===== src/rtl/spi_pkg.sv =====
// Shared constants and the FSM state type for the SPI responder.
package spi_pkg;

  localparam int SPI_DATA_W_DEF      = 8;
  localparam int SPI_SYNC_STAGES_DEF = 2;

  // Frame FSM: wait for CS, shift a frame, then wait for CS to drop.
  typedef enum logic [1:0] {
    ST_IDLE  = 2'd0,
    ST_SHIFT = 2'd1,
    ST_DONE  = 2'd2
  } spi_state_e;

endpackage


===== src/rtl/spi_sync_edge.sv =====
// Multi-flop synchronizer plus one delay flop for edge detection on a
// signal that is asynchronous to clk.
module spi_sync_edge
  import spi_pkg::*;
#(
  parameter int STAGES = SPI_SYNC_STAGES_DEF
) (
  input  logic clk,
  input  logic rst_n,
  input  logic async_i,
  output logic level_o,
  output logic rise_o,
  output logic fall_o
);

  logic [STAGES-1:0] sync_q;
  logic              dly_q;

  // Synchronizer chain; the delay flop holds the previous synchronized level.
  always_ff @(posedge clk) begin
    if (!rst_n) begin
      sync_q <= '0;
      dly_q  <= 1'b0;
    end else begin
      sync_q <= {sync_q[STAGES-2:0], async_i};
      dly_q  <= sync_q[STAGES-1];
    end
  end

  assign level_o = sync_q[STAGES-1];
  assign rise_o  = sync_q[STAGES-1] & ~dly_q;
  assign fall_o  = ~sync_q[STAGES-1] & dly_q;

endmodule


===== src/rtl/spi_slave.sv =====
// SPI responder: CS active-high, SCK idles low, MSB first, MOSI sampled on
// SCK rise, MISO updated on SCK fall. All SPI pins are oversampled by clk.
//
// TX handshake: a word transfers on a clk edge where tx_valid && tx_ready.
// tx_ready is high exactly when the one-word holding register is empty; a
// tx_valid seen while tx_ready is low is ignored and never overwrites it.
module spi_slave
  import spi_pkg::*;
#(
  parameter int DATA_W      = SPI_DATA_W_DEF,
  parameter int SYNC_STAGES = SPI_SYNC_STAGES_DEF
) (
  input  logic              clk,
  input  logic              rst_n,
  input  logic              sck,
  input  logic              cs,
  input  logic              mosi,
  output logic              miso,
  input  logic [DATA_W-1:0] tx_data,
  input  logic              tx_valid,
  output logic              tx_ready,
  output logic [DATA_W-1:0] rx_data,
  output logic              rx_valid,
  output logic              busy,
  output logic              frame_err,
  output logic              underrun
);

  localparam int CNT_W = $clog2(DATA_W + 1);
  localparam logic [CNT_W-1:0] CNT_LAST = CNT_W'(DATA_W - 1);
  localparam logic [CNT_W-1:0] CNT_FULL = CNT_W'(DATA_W);

  logic sck_rise, sck_fall, sck_level_unused;
  logic cs_rise, cs_fall, cs_level_unused;
  logic mosi_s, mosi_rise_unused, mosi_fall_unused;

  spi_sync_edge #(.STAGES(SYNC_STAGES)) u_sync_sck (
    .clk(clk), .rst_n(rst_n), .async_i(sck),
    .level_o(sck_level_unused), .rise_o(sck_rise), .fall_o(sck_fall)
  );

  spi_sync_edge #(.STAGES(SYNC_STAGES)) u_sync_cs (
    .clk(clk), .rst_n(rst_n), .async_i(cs),
    .level_o(cs_level_unused), .rise_o(cs_rise), .fall_o(cs_fall)
  );

  // MOSI goes through the same depth so it stays aligned with the SCK edges.
  spi_sync_edge #(.STAGES(SYNC_STAGES)) u_sync_mosi (
    .clk(clk), .rst_n(rst_n), .async_i(mosi),
    .level_o(mosi_s), .rise_o(mosi_rise_unused), .fall_o(mosi_fall_unused)
  );

  spi_state_e        state_q, state_d;
  logic [CNT_W-1:0]  bit_cnt_q, bit_cnt_d;
  logic [DATA_W-1:0] shift_rx_q, shift_rx_d;
  logic [DATA_W-1:0] shift_tx_q, shift_tx_d;
  logic [DATA_W-1:0] tx_buf_q, tx_buf_d;
  logic [DATA_W-1:0] rx_data_q, rx_data_d;
  logic              tx_full_q, tx_full_d;
  logic              miso_q, miso_d;
  logic              rx_valid_q, rx_valid_d;
  logic              frame_err_q, frame_err_d;
  logic              underrun_q, underrun_d;

  // State and datapath registers.
  always_ff @(posedge clk) begin
    if (!rst_n) begin
      state_q     <= ST_IDLE;
      bit_cnt_q   <= '0;
      shift_rx_q  <= '0;
      shift_tx_q  <= '0;
      tx_buf_q    <= '0;
      rx_data_q   <= '0;
      tx_full_q   <= 1'b0;
      miso_q      <= 1'b0;
      rx_valid_q  <= 1'b0;
      frame_err_q <= 1'b0;
      underrun_q  <= 1'b0;
    end else begin
      state_q     <= state_d;
      bit_cnt_q   <= bit_cnt_d;
      shift_rx_q  <= shift_rx_d;
      shift_tx_q  <= shift_tx_d;
      tx_buf_q    <= tx_buf_d;
      rx_data_q   <= rx_data_d;
      tx_full_q   <= tx_full_d;
      miso_q      <= miso_d;
      rx_valid_q  <= rx_valid_d;
      frame_err_q <= frame_err_d;
      underrun_q  <= underrun_d;
    end
  end

  // Next-state: frame FSM, shifters and TX holding register.
  always_comb begin
    state_d     = state_q;
    bit_cnt_d   = bit_cnt_q;
    shift_rx_d  = shift_rx_q;
    shift_tx_d  = shift_tx_q;
    tx_buf_d    = tx_buf_q;
    rx_data_d   = rx_data_q;
    tx_full_d   = tx_full_q;
    miso_d      = miso_q;
    rx_valid_d  = 1'b0;
    frame_err_d = 1'b0;
    underrun_d  = 1'b0;

    unique case (state_q)
      ST_IDLE: begin
        miso_d = 1'b0;
        if (cs_rise) begin
          state_d   = ST_SHIFT;
          bit_cnt_d = '0;
          if (tx_full_q) begin
            shift_tx_d = tx_buf_q;
            tx_full_d  = 1'b0;
            miso_d     = tx_buf_q[DATA_W-1];
          end else begin
            shift_tx_d = '0;
            underrun_d = 1'b1;
          end
        end
      end

      ST_SHIFT: begin
        if (sck_rise && bit_cnt_q == CNT_LAST) begin
          // Final bit wins over a simultaneous CS drop: the frame is complete.
          shift_rx_d = {shift_rx_q[DATA_W-2:0], mosi_s};
          rx_data_d  = {shift_rx_q[DATA_W-2:0], mosi_s};
          rx_valid_d = 1'b1;
          bit_cnt_d  = CNT_FULL;
          if (cs_fall) begin
            state_d = ST_IDLE;
            miso_d  = 1'b0;
          end else begin
            state_d = ST_DONE;
          end
        end else if (cs_fall) begin
          state_d     = ST_IDLE;
          frame_err_d = 1'b1;
          miso_d      = 1'b0;
        end else if (sck_rise) begin
          shift_rx_d = {shift_rx_q[DATA_W-2:0], mosi_s};
          bit_cnt_d  = bit_cnt_q + CNT_W'(1);
        end else if (sck_fall && bit_cnt_q != '0 && bit_cnt_q < CNT_FULL) begin
          shift_tx_d = shift_tx_q << 1;
          miso_d     = shift_tx_q[DATA_W-2];
        end
      end

      ST_DONE: begin
        if (cs_fall) begin
          state_d = ST_IDLE;
          miso_d  = 1'b0;
        end
      end

      default: begin
        state_d = ST_IDLE;
        miso_d  = 1'b0;
      end
    endcase

    // Accept only into an empty buffer; a load above needs it full, so the
    // two never collide and a same-cycle accept serves the following frame.
    if (tx_valid && !tx_full_q) begin
      tx_buf_d  = tx_data;
      tx_full_d = 1'b1;
    end
  end

  assign miso      = miso_q;
  assign tx_ready  = ~tx_full_q;
  assign rx_data   = rx_data_q;
  assign rx_valid  = rx_valid_q;
  assign busy      = (state_q != ST_IDLE);
  assign frame_err = frame_err_q;
  assign underrun  = underrun_q;

endmodule


===== config.mk =====
export PLATFORM = sky130hd
export DESIGN_NAME = spi_slave
export DESIGN_NICKNAME = d
export VERILOG_FILES = /design/src/rtl/spi_pkg.sv /design/src/rtl/spi_sync_edge.sv /design/src/rtl/spi_slave.sv
export SDC_FILE = /design/constraint.sdc
export NUM_CORES = 1
export LEC_CHECK = 0
export ABC_AREA = 1
export BUFFER_PORTS_ARGS = -buffer_cell sky130_fd_sc_hd__buf_2
export CORE_MARGIN = 2
export CORE_UTILIZATION = 50
export DETAILED_ROUTE_END_ITERATION = 12
export PLACE_DENSITY = 0.8
export SLEW_MARGIN = 20
export SYNTH_ARGS = -nofsm -noshare
export SYNTH_HDL_FRONTEND = slang
export SYNTH_SLANG_ARGS = --single-unit

===== constraint.sdc =====
create_clock -name clk -period 4 [get_ports clk]
set_clock_uncertainty 0.2 [all_clocks]
set_input_delay 0.2 -clock clk [delete_from_list [all_inputs] [get_ports clk]]
set_output_delay 0.2 -clock clk [all_outputs]
set_load 0.02 [all_outputs]

# [Word level (Yosys, flattened, before mapping)]
# Cells that the tools add are included.
[op_classes] n_lt_le_gt_ge=1 mux=34 addsub=1 eq_ne=13 bitwise=11 reduce_logical=21
[ops] operator="7-bit two-way mux" n=9
[ops] operator="4-bit two-way mux" n=4
[ops] operator="7-bit one-hot mux with 2 select lines" n=1
[ops] operator="1-bit two-way mux" n=13
[ops] operator="2-bit inequality test (second input constant)" n=5
[ops] operator="2-bit nonzero test" n=5
[ops] operator="2-bit two-way mux" n=4
[ops] operator="4-bit inequality test (second input constant)" n=2
[ops] operator="4-bit one-hot mux with 2 select lines" n=1
[ops] operator="2-bit AND reduction" n=4
[ops] operator="1-bit inverter" n=7
[ops] operator="3-bit inequality test (second input constant)" n=2
[ops] operator="2-bit one-hot mux with 3 select lines" n=1
[ops] operator="3-bit AND reduction" n=2
[ops] operator="6-bit AND reduction" n=1
[ops] operator="4-bit by 1-bit adder with 4-bit output (second input constant)" n=1
[ops] operator="1-bit AND" n=4
[ops] operator="4-bit by 3-bit == test with 1-bit output (second input constant)" n=1
[ops] operator="1-bit logical AND" n=4
[ops] operator="4-bit < comparator (second input constant)" n=1
[ops] operator="4-bit AND reduction" n=1
[ops] operator="4-bit nonzero test" n=1
[ops] operator="1-bit one-hot mux with 3 select lines" n=1
[ops] operator="3-bit OR reduction" n=1
[ops] operator="5 further kinds" n=5
[word_totals] in_bits=14 register_bits=49

# [Longest topological paths before layout]
[logic_depth] word_depth=9 depth_mapped=10 depth_no_buf=10

# [By module]
# From an unflattened synthesis, not the netlist that was laid out.
[hier_totals] cells_unflattened=296 area_unflattened_um2=2133.3
[by_module_without_submodules] mod="spi_slave" cells_each=257 area_per_inst_um2=1833.0 instances=1 seq_area_each_um2=820.8
[by_module_without_submodules] mod="spi_sync_edge" cells_each=13 area_per_inst_um2=100.1 instances=3 seq_area_each_um2=60.1

# [Worst setup path before layout]
# OpenSTA, ideal clock, no wires.
[synth_timing] kind="reg-to-reg" from="register bit_cnt_q[0]" to="register bit_cnt_q[0]" path_slack_ns=2.468 stages_incl_launch_ff=10 required_time_ns=3.679 t_arrival_ns=1.211 setup_time_ns=0.121 period_less_slack_ns=1.532 cell_sequence="dfxtp_1 > ha_1 > nand2_1 > inv_1 > nand3_1 > nand2_2 > nand2_4 > buf_6 > nand3_1 > a21oi_1"
[synth_via] elab_chain_cells=5 word_cells_on_any_way=10 classes_between="1 x add/sub; 3 x eq/ne; 4 x mux; 2 x reduce/logical"
[synth_lines] element="from (decl)" line="spi_slave.sv:54" text="logic [CNT_W-1:0] bit_cnt_q, bit_cnt_d;"
[synth_lines] element="from (signal assigned)" line="spi_slave.sv:81" text="bit_cnt_q <= bit_cnt_d;"
[synth_lines] element="4-bit by 1-bit adder with 4-bit output" line="spi_slave.sv:144" text="bit_cnt_d = bit_cnt_q + CNT_W'(1);"
[synth_lines] element="4-bit two-way mux" line="spi_slave.sv:142" text="end else if (sck_rise) begin"
[synth_lines] element="4-bit two-way mux" line="spi_slave.sv:138" text="end else if (cs_fall) begin"
[synth_lines] element="4-bit two-way mux" line="spi_slave.sv:126" text="if (sck_rise && bit_cnt_q == CNT_LAST) begin"
[synth_lines] element="4-bit one-hot mux with 2 select lines" line="spi_slave.sv:108" text="unique case (state_q)"
# Several ways; a longest one is shown, not always the timed one. The select of a mux whose other input is x is not followed.
# A chain may end at the register's enable or synchronous reset.

# [Worst setup path in the final report]
[layout_timing] from="register bit_cnt_q[0]" to="register bit_cnt_q[2]"
# Same word-level chain as after synthesis.

==> metrics.yaml <==
worst_setup_path:
  cp_top_family: "simple AND/OR/NAND/NOR gates"
  worst-path-max-fanout: 18
  setup.worst_path.end_class: "register"
  crit_arrival_ps: 1820
  timing.setup.critical_path_class: "register to register"
  regToRegEndpoint: "bit_cnt_q[2]"
  path_depth: 10
  slowest_stage: "sky130_fd_sc_hd__dfxtp_1"
  crit-reg2reg-launch: "bit_cnt_q[0]"
  slowest_delay_ps: 400
  rr_worst_depth: 10
  critPathLaunchType: "register"
  setup.reg_to_reg.worst_slack_ps: 2190
  crit_required_ps: 4010
  crit_path_cell_trace: "ha_1 -> nand2_1 -> inv_1 -> nand3_1 -> nand2_2 -> nand2_4 -> nand2_2 -> o21ai_0 -> nand2_1 -> nor2_1"
  worst_path_buffer_plus_inverter_count: 1
timing:
  fin_setup_tns_ps: 0
  post-route-period-util: 0.4520
  post-route-min-period_ps: 1808
  timing.final.hold_violations: 0
  fmax_ghz: 0.5530
  slew-limit-headroom: 0.6028
  tightest_pin_transition_ps: 595.9
  setup_viol: 0
  grt_setup_unrepaired: "false"
  timing.final.max_slew_violations: 0
yosys:
  main_area_contributors_after_synthesis: "sky130_fd_sc_hd__dfxtp_1, sky130_fd_sc_hd__inv_1, sky130_fd_sc_hd__nand2_1"
  postSynthNetCount: 282
  syn-cell-area_um2: 2049
  synth.yosys.seq_area_share: 0.4786
  synth.avg_cell_area_um2: 7.705
  synthDominantAreaCellType: "sky130_fd_sc_hd__dfxtp_1"
  ys.flop_type: "sky130_fd_sc_hd__dfxtp_1"
  ys_seq_elements: 49
  ys_types: 27
  netlist_instances: 266
  ys.warnings.count: 0
  async_flop_share: 0
  synth.top_cell.area_share: 0.4786
  synth-edff-count: 0
placed_design:
  post_dp_cell_area_um2: 2198
  place_congestion: 0.8375
  dpl.hpwl_mm: 2.703
  placement.io_buffers: 27
drt:
  route.met2.wl_mm: 1.901
  met1Wirelength_mm: 1.901
  vias_per_cell: 4.873
  topmost_layer_with_routed_signal_wires: "met4"
  drc: 0
  drtPass1Iterations: 4
  avgRoutedWirePerCell_um: 11.30
  antenna_left: 0
  routed_via_count: 1730
  wl_mm: 4.011
  met3_wirelength_um: 104
  drt_iter0_markers: 66
global_routing:
  grt_pass1_wl_mm: 6.734
  groute.usage.overall: 0.1942
  antenna_found_initial: 0
  first_global_vias: 1561
  maximum_number_of_pins_on_one_net_before_global_route_repair: 41
  globalRouteOverflowTotal: 0
hold_path:
  hold_path_class: "input port to register"
  hold_end: "tx_full_q"
  timing.hold.worst.start: "tx_valid"
  hold_path_depth: 3
die:
  die-height_um: 68.02
  die-width_um: 68.02
  placement_rows: 23
  fp.coreArea_um2: 3971
  num_io_pins: 28
  initial_core_util: 0.5161
  die-area_um2: 4627
pwr:
  cellPowerDensity_nw_per_um2: 374.5
  power.static_leakage_nw: 1.088
  vdd.ir_drop.worst_mv: 0.2886
layout:
  nets: 320
  fraction_of_layout_instances_using_a_drive_strength_above_1: 0.1836
  layout-area-overhead-vs-synth_pct: 16.85
  layout.cells.most_common_list: "sky130_fd_sc_hd__dfxtp_1, sky130_fd_sc_hd__inv_1, sky130_fd_sc_hd__nand2_1, sky130_fd_sc_hd__nor2_1, sky130_fd_sc_hd__buf_2"
  finish.instance_area_um2: 2395
  num_antenna_cells: 0
  layout.cells.most_common: "sky130_fd_sc_hd__dfxtp_1"
flow_run:
  drv_cap: 0
clocking:
  post_cts_buffers: 0
  clock-root-buffer: "sky130_fd_sc_hd__clkbuf_8"
  cts-htree-levels: 2
  cts_buffers: 5
  cts_tree: "built"
  clock_insertion_delay_worst_skew_ps: 310
  path_clk_slew_ps: 90
  clock_tree_buf_depth: 2
  cts.sinks: 49
outcome:
  outcome: "finished clean"
==> area by class of cell <==
cell class | instances | area, µm²
multi-input combinational | 165 | 848.3
inverter | 45 | 171.4
timing repair buffer | 38 | 245.2
fill | 377 | 1577
sequential | 49 | 980.9
clock inverter | 3 | 17.52
clock buffer | 5 | 68.82
tap | 50 | 62.56
==> flip-flops by register name, indices dropped and copies added, names as in the netlist <==
register,cells
u_sync_sck.sync_q,2
shift_tx_q,7
frame_err,1
u_sync_mosi.sync_q,2
rx_data,8
rx_valid,1
tx_full_q,1
miso,1
shift_rx_q,7
state_q,2
u_sync_cs.sync_q,2
bit_cnt_q,4
underrun,1
tx_buf_q,8
u_sync_sck.dly_q,1
u_sync_cs.dly_q,1
==> cells in the mapped netlist (2+ instances only) <==
| cell type | n |
|---|---|
| sky130_fd_sc_hd__a21oi_1 | 21 |
| sky130_fd_sc_hd__a22oi_1 | 6 |
| sky130_fd_sc_hd__buf_6 | 3 |
| sky130_fd_sc_hd__clkbuf_1 | 4 |
| sky130_fd_sc_hd__dfxtp_1 | 49 |
| sky130_fd_sc_hd__ha_1 | 2 |
| sky130_fd_sc_hd__inv_1 | 38 |
| sky130_fd_sc_hd__inv_2 | 5 |
| sky130_fd_sc_hd__nand2_1 | 37 |
| sky130_fd_sc_hd__nand2_2 | 5 |
| sky130_fd_sc_hd__nand2_4 | 2 |
| sky130_fd_sc_hd__nand3_1 | 18 |
| sky130_fd_sc_hd__nand4_1 | 2 |
| sky130_fd_sc_hd__nor2_1 | 34 |
| sky130_fd_sc_hd__nor2_2 | 2 |
| sky130_fd_sc_hd__nor2_4 | 3 |
| sky130_fd_sc_hd__nor3_1 | 2 |
| sky130_fd_sc_hd__o21ai_0 | 23 |
| sky130_fd_sc_hd__o21ai_1 | 2 |
==> repair_timing <==
action                                 CTS  global route
hold buffers                            11             0
gates resized for setup                  0             0
endpoints found under the hold margin   11             0
==> tightest hold or removal path, stage by stage <==
cell and delay, ps:
sky130_fd_sc_hd__buf_2 100, sky130_fd_sc_hd__nand2_1 200, sky130_fd_sc_hd__a21oi_1 110
==> cells by family (layout without fill, tap and decap cells) <==
| kind of cell | after synthesis | count (layout) | synth area share |
|---|---|---|---|
| AOI/OAI and AO/OA | 55 | 55 | 0.1490 |
| DFF | 49 | 49 | 0.4786 |
| and+or+nand+nor | 108 | 108 | 0.2527 |
| adders and majority gates | 2 | 2 | 0.01221 |
| buffers and inverters | 52 | 91 | 0.1074 |
==> where the power goes <==
group | internal, mW | switching (mW)
Clock | 0.121 | 0.166
Combinational | 0.0373 | 0.0560
Sequential | 0.506 | 0.0113
Total | 0.664 | 0.233
==> through the flow <==
step	setup slack, ps	power (mW)	std cells	util	hold WS [ps]
2_1_floorplan	2468	0.5919	266	-	97.63
3_3_place_gp	2271	0.6104	336	0.5536	181.5
3_5_place_dp	2256	0.6129	336	0.5536	187.7
4_1_cts	2237	0.9024	355	0.6030	142.4
5_1_grt	2059	0.9338	355	0.6030	206.0
6_report	2192	0.8970	355	0.6030	139.6
==> how the worst max path moves through the flow <==
stage	from	slack, ps	endpoint
floorplan	bit_cnt_q[0]	2470	bit_cnt_q[0]
global placement	state_q[1]	2270	bit_cnt_q[2]
detailed placement	state_q[1]	2260	bit_cnt_q[2]
CTS	bit_cnt_q[0]	2240	shift_rx_q[6]
global route	bit_cnt_q[0]	2060	bit_cnt_q[1]
finish	bit_cnt_q[0]	2190	bit_cnt_q[2]
==> layer usage <==
metal / global-route usage / vias to the layer above
met2: 0.3131 / 23
met3: 0.03454 / 7
met4: 0.1000 / 0
met1: 0.2479 / 778
met5: 0 / -
li1: - / 922
Note: power is estimated with default switching activity, not from simulation.
